--- src/rtl/display_scan_controller_if.sv ---
// Bus between a host and the multiplexed 4-digit display scanner.
// Handshake: the host pulses carregar with valor stable for one clock; the
// load is taken only while ocupado is low, and pronto pulses for one clock
// when the new digits reach the display register.
interface display_scan_controller_if;
  logic [15:0] valor;
  logic        carregar;
  logic [3:0]  digito_bcd;
  logic [3:0]  anodo;
  logic        ocupado;
  logic        pronto;
  logic        estouro;
  logic [1:0]  fsm_state;  // debug view of the conversion FSM

  modport master (
    output valor, carregar,
    input  digito_bcd, anodo, ocupado, pronto, estouro, fsm_state
  );

  modport slave (
    input  valor, carregar,
    output digito_bcd, anodo, ocupado, pronto, estouro, fsm_state
  );
endinterface

--- src/rtl/display_scan_controller.sv ---
// Binary-to-BCD (double dabble, one bit per clock) feeding a free-running
// 4-digit multiplexed scanner with optional leading-zero blanking.
module display_scan_controller #(
  parameter int CLK_DIV  = 4,
  parameter bit LZ_BLANK = 1'b1
) (
  input  logic                      clock,
  input  logic                      reset,
  display_scan_controller_if.slave  bus
);

  localparam int PW = $clog2(CLK_DIV);

  typedef enum logic [1:0] {
    IDLE    = 2'd0,
    CONVERT = 2'd1,
    UPDATE  = 2'd2
  } state_t;

  state_t      state_q, state_d;
  logic [15:0] bin_q, bin_d;
  logic [15:0] bcd_q, bcd_d;          // pending digits once conversion ends
  logic [4:0]  iter_q, iter_d;
  logic        ovf_pend_q, ovf_pend_d;
  logic [15:0] disp_q, disp_d;        // digits currently being scanned
  logic        ovf_q, ovf_d;
  logic        pronto_q, pronto_d;

  logic [PW-1:0] presc_q;
  logic [1:0]    idx_q, idx_d;
  logic [3:0]    anodo_q, anodo_d;
  logic [3:0]    digito_q, digito_d;
  logic          presc_tc;

  // Add 3 to every nibble >= 5 before the shift.
  function automatic logic [15:0] dabble_adjust(input logic [15:0] b);
    logic [15:0] r;
    r = b;
    for (int i = 0; i < 4; i++) begin
      if (b[4*i +: 4] >= 4'd5) r[4*i +: 4] = b[4*i +: 4] + 4'd3;
    end
    return r;
  endfunction

  // Blank digits 3..1 while they and every higher digit are zero.
  function automatic logic [15:0] blank_lz(input logic [15:0] b);
    logic [15:0] r;
    r = b;
    if (LZ_BLANK) begin
      if (b[15:12] == 4'd0) r[15:12] = 4'hF;
      if (b[15:8]  == 8'd0) r[11:8]  = 4'hF;
      if (b[15:4]  == 12'd0) r[7:4]  = 4'hF;
    end
    return r;
  endfunction

  // Conversion FSM next-state and datapath.
  always_comb begin
    state_d    = state_q;
    bin_d      = bin_q;
    bcd_d      = bcd_q;
    iter_d     = iter_q;
    ovf_pend_d = ovf_pend_q;
    disp_d     = disp_q;
    ovf_d      = ovf_q;
    pronto_d   = 1'b0;
    case (state_q)
      IDLE: begin
        if (bus.carregar) begin
          if (bus.valor > 16'd9999) begin
            bcd_d      = 16'hFFFF;
            ovf_pend_d = 1'b1;
            state_d    = UPDATE;
          end else begin
            bin_d      = bus.valor;
            bcd_d      = 16'h0000;
            iter_d     = 5'd16;
            ovf_pend_d = 1'b0;
            state_d    = CONVERT;
          end
        end
      end
      CONVERT: begin
        bcd_d  = {dabble_adjust(bcd_q) << 1} | {15'd0, bin_q[15]};
        bin_d  = {bin_q[14:0], 1'b0};
        iter_d = iter_q - 5'd1;
        if (iter_q == 5'd1) state_d = UPDATE;
      end
      UPDATE: begin
        disp_d   = blank_lz(bcd_q);
        ovf_d    = ovf_pend_q;
        pronto_d = 1'b1;
        state_d  = IDLE;
      end
      default: state_d = IDLE;
    endcase
  end

  // Scan index and the registered digit/anode pair that follow it.
  always_comb begin
    presc_tc = (presc_q == PW'(CLK_DIV - 1));
    idx_d    = presc_tc ? idx_q + 2'd1 : idx_q;
    anodo_d  = ~(4'b0001 << idx_d);
    digito_d = disp_d[{idx_d, 2'b00} +: 4];
  end

  // FSM and conversion registers.
  always_ff @(posedge clock or negedge reset) begin
    if (!reset) begin
      state_q    <= IDLE;
      bin_q      <= '0;
      bcd_q      <= '0;
      iter_q     <= '0;
      ovf_pend_q <= 1'b0;
      disp_q     <= 16'hFFFF;
      ovf_q      <= 1'b0;
      pronto_q   <= 1'b0;
    end else begin
      state_q    <= state_d;
      bin_q      <= bin_d;
      bcd_q      <= bcd_d;
      iter_q     <= iter_d;
      ovf_pend_q <= ovf_pend_d;
      disp_q     <= disp_d;
      ovf_q      <= ovf_d;
      pronto_q   <= pronto_d;
    end
  end

  // Free-running prescaler and scan outputs, independent of the FSM.
  always_ff @(posedge clock or negedge reset) begin
    if (!reset) begin
      presc_q  <= '0;
      idx_q    <= 2'd0;
      anodo_q  <= 4'b1110;
      digito_q <= 4'hF;
    end else begin
      presc_q  <= presc_tc ? '0 : presc_q + PW'(1);
      idx_q    <= idx_d;
      anodo_q  <= anodo_d;
      digito_q <= digito_d;
    end
  end

  assign bus.digito_bcd = digito_q;
  assign bus.anodo      = anodo_q;
  assign bus.ocupado    = (state_q != IDLE);
  assign bus.pronto     = pronto_q;
  assign bus.estouro    = ovf_q;
  assign bus.fsm_state  = state_q;

endmodule

--- src/flat_wrapper.sv ---
// flat-port wrapper written by rule: the top's interface ports become plain ports
module display_scan_controller_flat 
#(
  parameter int CLK_DIV  = 4,
  parameter bit LZ_BLANK = 1'b1
)
  (clock, reset, bus_valor, bus_carregar, bus_digito_bcd, bus_anodo, bus_ocupado, bus_pronto, bus_estouro, bus_fsm_state);
  display_scan_controller_if bus_i ();
  input  logic clock;
  input  logic reset;
  input wire logic [$bits(bus_i.valor)-1:0] bus_valor;
  input wire logic [$bits(bus_i.carregar)-1:0] bus_carregar;
  output wire logic [$bits(bus_i.digito_bcd)-1:0] bus_digito_bcd;
  output wire logic [$bits(bus_i.anodo)-1:0] bus_anodo;
  output wire logic [$bits(bus_i.ocupado)-1:0] bus_ocupado;
  output wire logic [$bits(bus_i.pronto)-1:0] bus_pronto;
  output wire logic [$bits(bus_i.estouro)-1:0] bus_estouro;
  output wire logic [$bits(bus_i.fsm_state)-1:0] bus_fsm_state;
  assign bus_i.valor = bus_valor;
  assign bus_i.carregar = bus_carregar;
  assign bus_digito_bcd = bus_i.digito_bcd;
  assign bus_anodo = bus_i.anodo;
  assign bus_ocupado = bus_i.ocupado;
  assign bus_pronto = bus_i.pronto;
  assign bus_estouro = bus_i.estouro;
  assign bus_fsm_state = bus_i.fsm_state;
  display_scan_controller #(.CLK_DIV(CLK_DIV), .LZ_BLANK(LZ_BLANK)) u_core (.clock(clock), .reset(reset), .bus(bus_i));
endmodule
--- config.mk ---
export PLATFORM = sky130hd
export DESIGN_NAME = display_scan_controller_flat
export DESIGN_NICKNAME = d
export VERILOG_FILES = /design/src/rtl/display_scan_controller_if.sv /design/src/rtl/display_scan_controller.sv /design/src/flat_wrapper.sv
export SDC_FILE = /design/constraint.sdc
export NUM_CORES = 1
export LEC_CHECK = 0
export CORE_ASPECT_RATIO = 0.9
export CORE_MARGIN = 3
export CORE_UTILIZATION = 35
export CTS_BUF_LIST = sky130_fd_sc_hd__clkbuf_4 sky130_fd_sc_hd__clkbuf_8
export DETAILED_ROUTE_END_ITERATION = 7
export SLEW_MARGIN = 20
export SYNTH_ARGS = -nofsm -noshare
export SYNTH_HDL_FRONTEND = slang
export SYNTH_SLANG_ARGS = --single-unit
export TNS_END_PERCENT = 5
--- constraint.sdc ---
create_clock -name clock -period 5.4 [get_ports clock]
set_input_delay 0.81 -clock clock [delete_from_list [all_inputs] [get_ports clock]]
set_output_delay 0.81 -clock clock [all_outputs]
set_load 0.005 [all_outputs]
==> results of run 1 <==
==> worst max-delay path, cell delays in order <==
cell and delay [ps]:
clkdlybuf4s50_1 420, nor4_1 350, o21ai_1 240, a31oi_4 680, mux2_2 410
==> cell usage in the layout, fill, tap and decap left out, types with 3 or more instances in the layout <==
cell type        count
clkbuf_8            10
ha_1                12
mux2_2              16
a211o_1              3
nor3_1               8
o211ai_1            10
xor2_1               3
a21oi_1              8
a211oi_1             4
mux2i_1              5
nand2b_1             8
xnor2_1              8
dfrtp_1             47
dfstp_2             23
nand2_1             65
nor2_1              20
inv_1               26
nor2b_1              3
o22ai_1              3
a31oi_1              4
clkinv_2             3
o311ai_0             3
buf_4                4
o32ai_1              4
clkdlybuf4s50_1     30
nand3_1              3
o21ai_0             10
==> how the worst max path moves through the flow <==
stage | from | endpoint | slack, ps | cells past startpoint
floorplan | bus_valor[14] | u_core.bin_q[10] | 3170 | 4
global placement | bus_valor[14] | u_core.bin_q[3] | 2410 | 5
detailed placement | bus_valor[14] | u_core.bin_q[5] | 2330 | 5
CTS | bus_valor[14] | u_core.bin_q[11] | 2710 | 5
global route | bus_valor[14] | u_core.bin_q[5] | 2590 | 5
finish | bus_valor[14] | u_core.bin_q[5] | 2710 | 5
==> synthesized netlist by cell type (all sizes together) <==
| cell | n |
|---|---|
| o22a | 2 |
| o21bai | 1 |
| clkbuf | 3 |
| o21a | 1 |
| o211ai | 10 |
| o31a | 2 |
| mux2i | 5 |
| nor3b | 2 |
| o32ai | 4 |
| nand2 | 65 |
| a211oi | 4 |
| nor3 | 8 |
| and3 | 1 |
| and4 | 1 |
| a221oi | 1 |
| nor4 | 2 |
| inv | 27 |
| a221o | 2 |
| a211o | 3 |
| dfrtp | 47 |
| nand2b | 8 |
| buf | 9 |
| nand4 | 2 |
| a22oi | 2 |
| a2bb2oi | 1 |
| dfstp | 23 |
| a21oi | 8 |
| a21o | 1 |
| a31o | 1 |
| xor2 | 3 |
| o22ai | 3 |
| and3b | 1 |
| nand3b | 1 |
| or4 | 1 |
| o311ai | 3 |
| xnor2 | 8 |
| a31oi | 5 |
| mux2 | 16 |
| a311oi | 1 |
| o21ai | 11 |
| ha | 12 |
| nor2 | 20 |
| nand3 | 3 |
| nor2b | 3 |
==> cells by family (layout without fill, tap and decap cells) <==
family          Yosys count  after routing  share of synthesized area, %
mux                      21             21                          6.72
flops                    70             70                          52.0
fa+ha+maj                12             12                          4.38
xor+xnor                 11             11                          2.81
buf+inv                  39             78                          4.78
compound gates           66             66                          14.0
simple gates            118            118                          15.3
==> sequential cells by signal, indices dropped and copies added, names as in the netlist <==
name                   count
u_core.bcd_q              16
u_core.bin_q              16
u_core.bus.anodo           4
u_core.bus.digito_bcd      4
u_core.bus.estouro         1
u_core.bus.fsm_state       2
u_core.bus.pronto          1
u_core.disp_q             16
u_core.idx_q               2
u_core.iter_q              5
u_core.ovf_pend_q          1
u_core.presc_q             2
==> routing by layer <==
layer  vias up  GRT usage, %  routed length, um
li1       1232             -                  -
met1      1189          18.7               3380
met2        54          21.2               3220
met3         2          3.92                335
met4         0          3.13                 19
met5         -             0                  0
==> per-stage QoR <==
stage,hold WS [ps],instances
global route,465,498
floorplan,403,337
CTS,439,498
global placement,415,482
detailed placement,421,482
finish,441,498
==> power groups by stage <==
stage	Sequential, mW	Combinational, mW	Clock, mW
3_5_place_dp	0.979	1.03	0
4_1_cts	0.970	1.03	0.391
2_1_floorplan	0.935	0.776	0
6_report	0.970	1.02	0.377
3_3_place_gp	0.971	1.01	0
5_1_grt	1.00	1.16	0.412
==> area by class of cell <==
cell class,count,area [um^2],area share [%]
Sequential cell,70,1780,44.2
Multi-Input combinational cell,228,1480,36.8
Timing Repair Buffer,35,335,8.33
Clock inverter,4,22.5,0.559
Clock buffer,12,153,3.79
Inverter,27,101,2.52
Tap cell,122,153,3.79
==> qor.yml, run 1 <==
grt_pass1_vias: 2484
cts_hold_buf: 0
ys_seq_elements: 70
synth_area_leaders: "dfrtp_1 (34%), dfstp_2 (18%), nand2_1 (7.1%)"
gp_congestion: 0.757
io_pins: 32
overflow: 0
floorplan.initialDensity_pct: 36.7
crit_fanout: 23
nFillCells: 928
layout-area-overhead-vs-synth_pct: 17.5
cts_setup_buffers: 0
clk_pin_slew_ps: 70
grt_antenna_before_repair: 0
placed_cell_area_um2: 3850
p_seq_share_pct: 41.0
ant_nets: 0
pwr_density_cell_nw_per_um2: 588
wl_mm: 6.95
dr.pass1.iters: 4
hold_viol_final: 0
wl_per_cell_um: 14.0
p_leak_nw: 1.78
core_region_area_um2: 9330
cts.htree.levels: 3
grtUsageTotal_pct: 13.6
utilization_pct: 43.2
start_kind: "input pin"
avgSynthCellArea_um2: 10.2
cts_inserted_buffers: 9
yosys.area.top_type_share_pct: 34.3
crit_type: "input pin to register"
cts_num_sinks: 70
num-nets-final: 402
hpwl_mm: 4.79
cts_resized: 0
power.total_mw: 2.37
fmax_mhz: 372
clkLatencyLatePin_ps: 340
r2r_end: "u_core.bus.digito_bcd[1]"
layout_setup_ws_ps: 2710
drt-initial-drc-count: 94
maxSlewViolCount: 0
rows: 33
p_int_mw: 1.47
min-delay-start: "u_core.presc_q[0]"
avgViaCountPerCell: 4.97
setup_viol: 0
synth_cells: 337
peakVddDrop_mv: 0.256
synth_area_leader_cell: "dfrtp_1"
totalNegativeSetupSlack_ps: 0
dieArea_um2: 11000
cts_root_buffer: "clkbuf_8"
fin_skew_ps: 5.83
grt_pass1_wl_mm: 11.7
tritoncts: "built"
relSlewSlack_pct: 41.2
reg2reg_from: "u_core.bcd_q[12]"
r2r_slack_ps: 3160
holdPathStages: 1
pwr-share-comb_pct: 43.1
min_period_over_period_pct: 49.8
worstPathRequired_ps: 5630
cts.path.max_buffers: 2
arrival_ps: 2920
rsz0062_at_grt: "false"
portBuffers: 31
design_area_um2: 4030
fp.dieH_um: 99.9
p_clk_share_pct: 15.9
synth_fp_nets: 368
drive_gt1_share_pct: 17.0
switching_share_pct: 37.8
hold_path.class: "register to register"
status: "finished, final reports clean"
seq_area_frac_synth_pct: 52.0
tightest_slew_ps: 882
r2r_cells: 6
grt_max_degree: 71
dp_worst_setup_slack_ps: 2330
ys_warn_count: 0
final.min_clock_period_ps: 2690
cap_violations: 0
diodes: 0
drc: 0
die_w_um: 110
synth.distinct_cells: 50
via_count: 2477
end_kind: "register"
p_sw_mw: 0.895
min_to: "u_core.presc_q[0]"
synthesis.area_um2: 3430
Note: power is estimated with default switching activity, not from simulation.
==> inputs of run 2 (changes only) <==
==> constraint.sdc (replaced) <==
create_clock -name clock -period 2.55 [get_ports clock]
set_input_delay 0.3825 -clock clock [delete_from_list [all_inputs] [get_ports clock]]
set_output_delay 0.3825 -clock clock [all_outputs]
set_load 0.005 [all_outputs]
==> qor.yml, run 2 (synthesis results as in run 1) <==
status: "finished, final reports clean"
setup_viol: 0  # unchanged
fin_skew_ps: 14.0  # +8.21 ps
hold_path.class: "input pin to asynchronous set/reset pin"
clkLatencyLatePin_ps: 350  # about the same
placed_cell_area_um2: 3900  # +1.3%
crit_chain: "nor2_1 -> inv_1 -> clkdlybuf4s50_1"
hold_viol_final: 0  # unchanged
dr.pass1.iters: 4  # unchanged
tritoncts: "built"
cp-startpoint: "u_core.bus.fsm_state[1]"
dp_worst_setup_slack_ps: 190  # -2140 ps
die_w_um: 110  # unchanged
grt_max_degree: 71  # unchanged
grt_antenna_before_repair: 0  # unchanged
drt-initial-drc-count: 113  # +20%
cts_hold_buf: 0  # unchanged
ant_nets: 0  # unchanged
nFillCells: 937  # +0.97%
grt_pass1_wl_mm: 12.0  # +2.9%
diodes: 0  # unchanged
hpwl_mm: 4.84  # +1.2%
gp_congestion: 0.753  # -0.54%
seqCellArea_um2: 1780  # unchanged
r2r_cells: 7  # +1
crit_end: "bus_ocupado"
largestRegisters: "u_core.bcd_q: 16 flops, u_core.bin_q: 16 flops, u_core.disp_q: 16 flops"
r2r_slack_ps: 560  # -2600 ps
holdWs_ps: 42.4  # -399 ps
dieArea_um2: 11000  # unchanged
totalNegativeSetupSlack_ps: 0  # unchanged
p_leak_nw: 1.80  # +1.0%
cts_resized: 0  # unchanged
final_cell_mix: "nand2_1 (65), dfrtp_1 (47), clkdlybuf4s50_1 (30), inv_1 (26), dfstp_2 (23)"
rsz0062_at_grt: "false"
cpMaxStageDelayCell: "clkdlybuf4s50_1"
fp.dieH_um: 99.9  # unchanged
pwr_density_cell_nw_per_um2: 1240  # +110%
worstPathRequired_ps: 2170  # -3460 ps
cap_violations: 0  # unchanged
via_count: 2541  # +2.6%
layout_setup_ws_ps: 401  # -2310 ps
grt_pass1_vias: 2522  # +1.5%
start_kind: "register"
cts_inserted_buffers: 9  # unchanged
final.min_clock_period_ps: 2150
cpPeakStageDelay_ps: 470  # -210 ps
drive_gt1_share_pct: 18.1  # +1.1 points
floorplan.initialDensity_pct: 36.7  # unchanged
core_region_area_um2: 9330  # unchanged
min_period_over_period_pct: 84.3
rows: 33  # unchanged
avgViaCountPerCell: 5.05  # +1.6%
arrival_ps: 1770  # -1150 ps
num-nets-final: 407  # +1.2%
power.total_mw: 5.07  # +110%
cts_setup_buffers: 0  # unchanged
reg2reg_from: "u_core.bcd_q[12]"
tightest_slew_ps: 484  # -398 ps
drc: 0  # unchanged
wl_per_cell_um: 14.1  # +1.1%
path_delay_family: "buffers and inverters"
overflow: 0  # unchanged
end_kind: "primary output"
r2r_end: "u_core.bus.digito_bcd[2]"
clk_pin_slew_ps: 80  # about the same
portBuffers: 31  # unchanged
design_area_um2: 4080  # +1.2%
io_pins: 32  # unchanged
cts.path.max_buffers: 2  # unchanged
fmax_mhz: 465
layout_commonest_cell: "nand2_1"
layout-area-overhead-vs-synth_pct: 18.9
multiInputGateArea_um2: 1480  # unchanged
relSlewSlack_pct: 67.6  # +26 points
cts_num_sinks: 70  # unchanged
critPathBufInv: 2  # +1
maxSlewViolCount: 0  # unchanged
crit_type: "register to primary output"
path_depth: 3  # -2
cts_root_buffer: "clkbuf_8"
peakVddDrop_mv: 0.503  # +96%
grtUsageTotal_pct: 13.8  # +0.26 points
wl_mm: 7.10  # +2.1%
cts.htree.levels: 3  # unchanged
crit_fanout: 6  # -74%
-- run 2: changes by cell type in the layout (fill, tap and decap cells not counted) --
cell	previous run	this run
buf_12	0	1
buf_4	4	8
clkbuf_4	2	0
clkbuf_8	10	9
clkinv_2	3	2
clkinv_4	0	1
clkinvlp_4	1	3
inv_6	0	1
-- run 2: worst min path at each step --
stage                              to  cells after the start
finish                u_core.bcd_q[9]                      2
floorplan             u_core.bcd_q[0]                      0
global route         u_core.bcd_q[10]                      2
detailed placement  u_core.presc_q[0]                      1
CTS                   u_core.bin_q[4]                      2
global placement    u_core.presc_q[0]                      1
-- run 2: cell type report --
type	instances	area share [%]
Tap cell	122	3.74
Sequential cell	70	43.7
Multi-Input combinational cell	228	36.4
Clock buffer	9	3.04
Inverter	27	2.49
Clock inverter	7	1.23
Timing Repair Buffer	40	9.45
-- run 2: metal layers --
| metal | wire, um | up-vias | track usage (%) |
|---|---|---|---|
| met5 | 0 | - | 0 |
| met4 | 51 | 0 | 2.94 |
| met3 | 297 | 9 | 4.50 |
| met2 | 3280 | 47 | 21.6 |
| met1 | 3470 | 1246 | 18.8 |
| li1 | - | 1239 | - |
-- run 2: per-stage QoR --
step                      utilization (%)  instances
after floorplan                         -        337
after global placement               41.8        487
after detailed placement             41.8        487
after CTS                            43.7        503
after global routing                 43.7        503
final                                43.7        503
-- run 2: report_power, final --
part | switching, mW | internal (mW) | total [mW]
registers | 0.347 | 1.72 | 2.06
logic | 1.16 | 1.05 | 2.21
clock network | 0.442 | 0.354 | 0.795
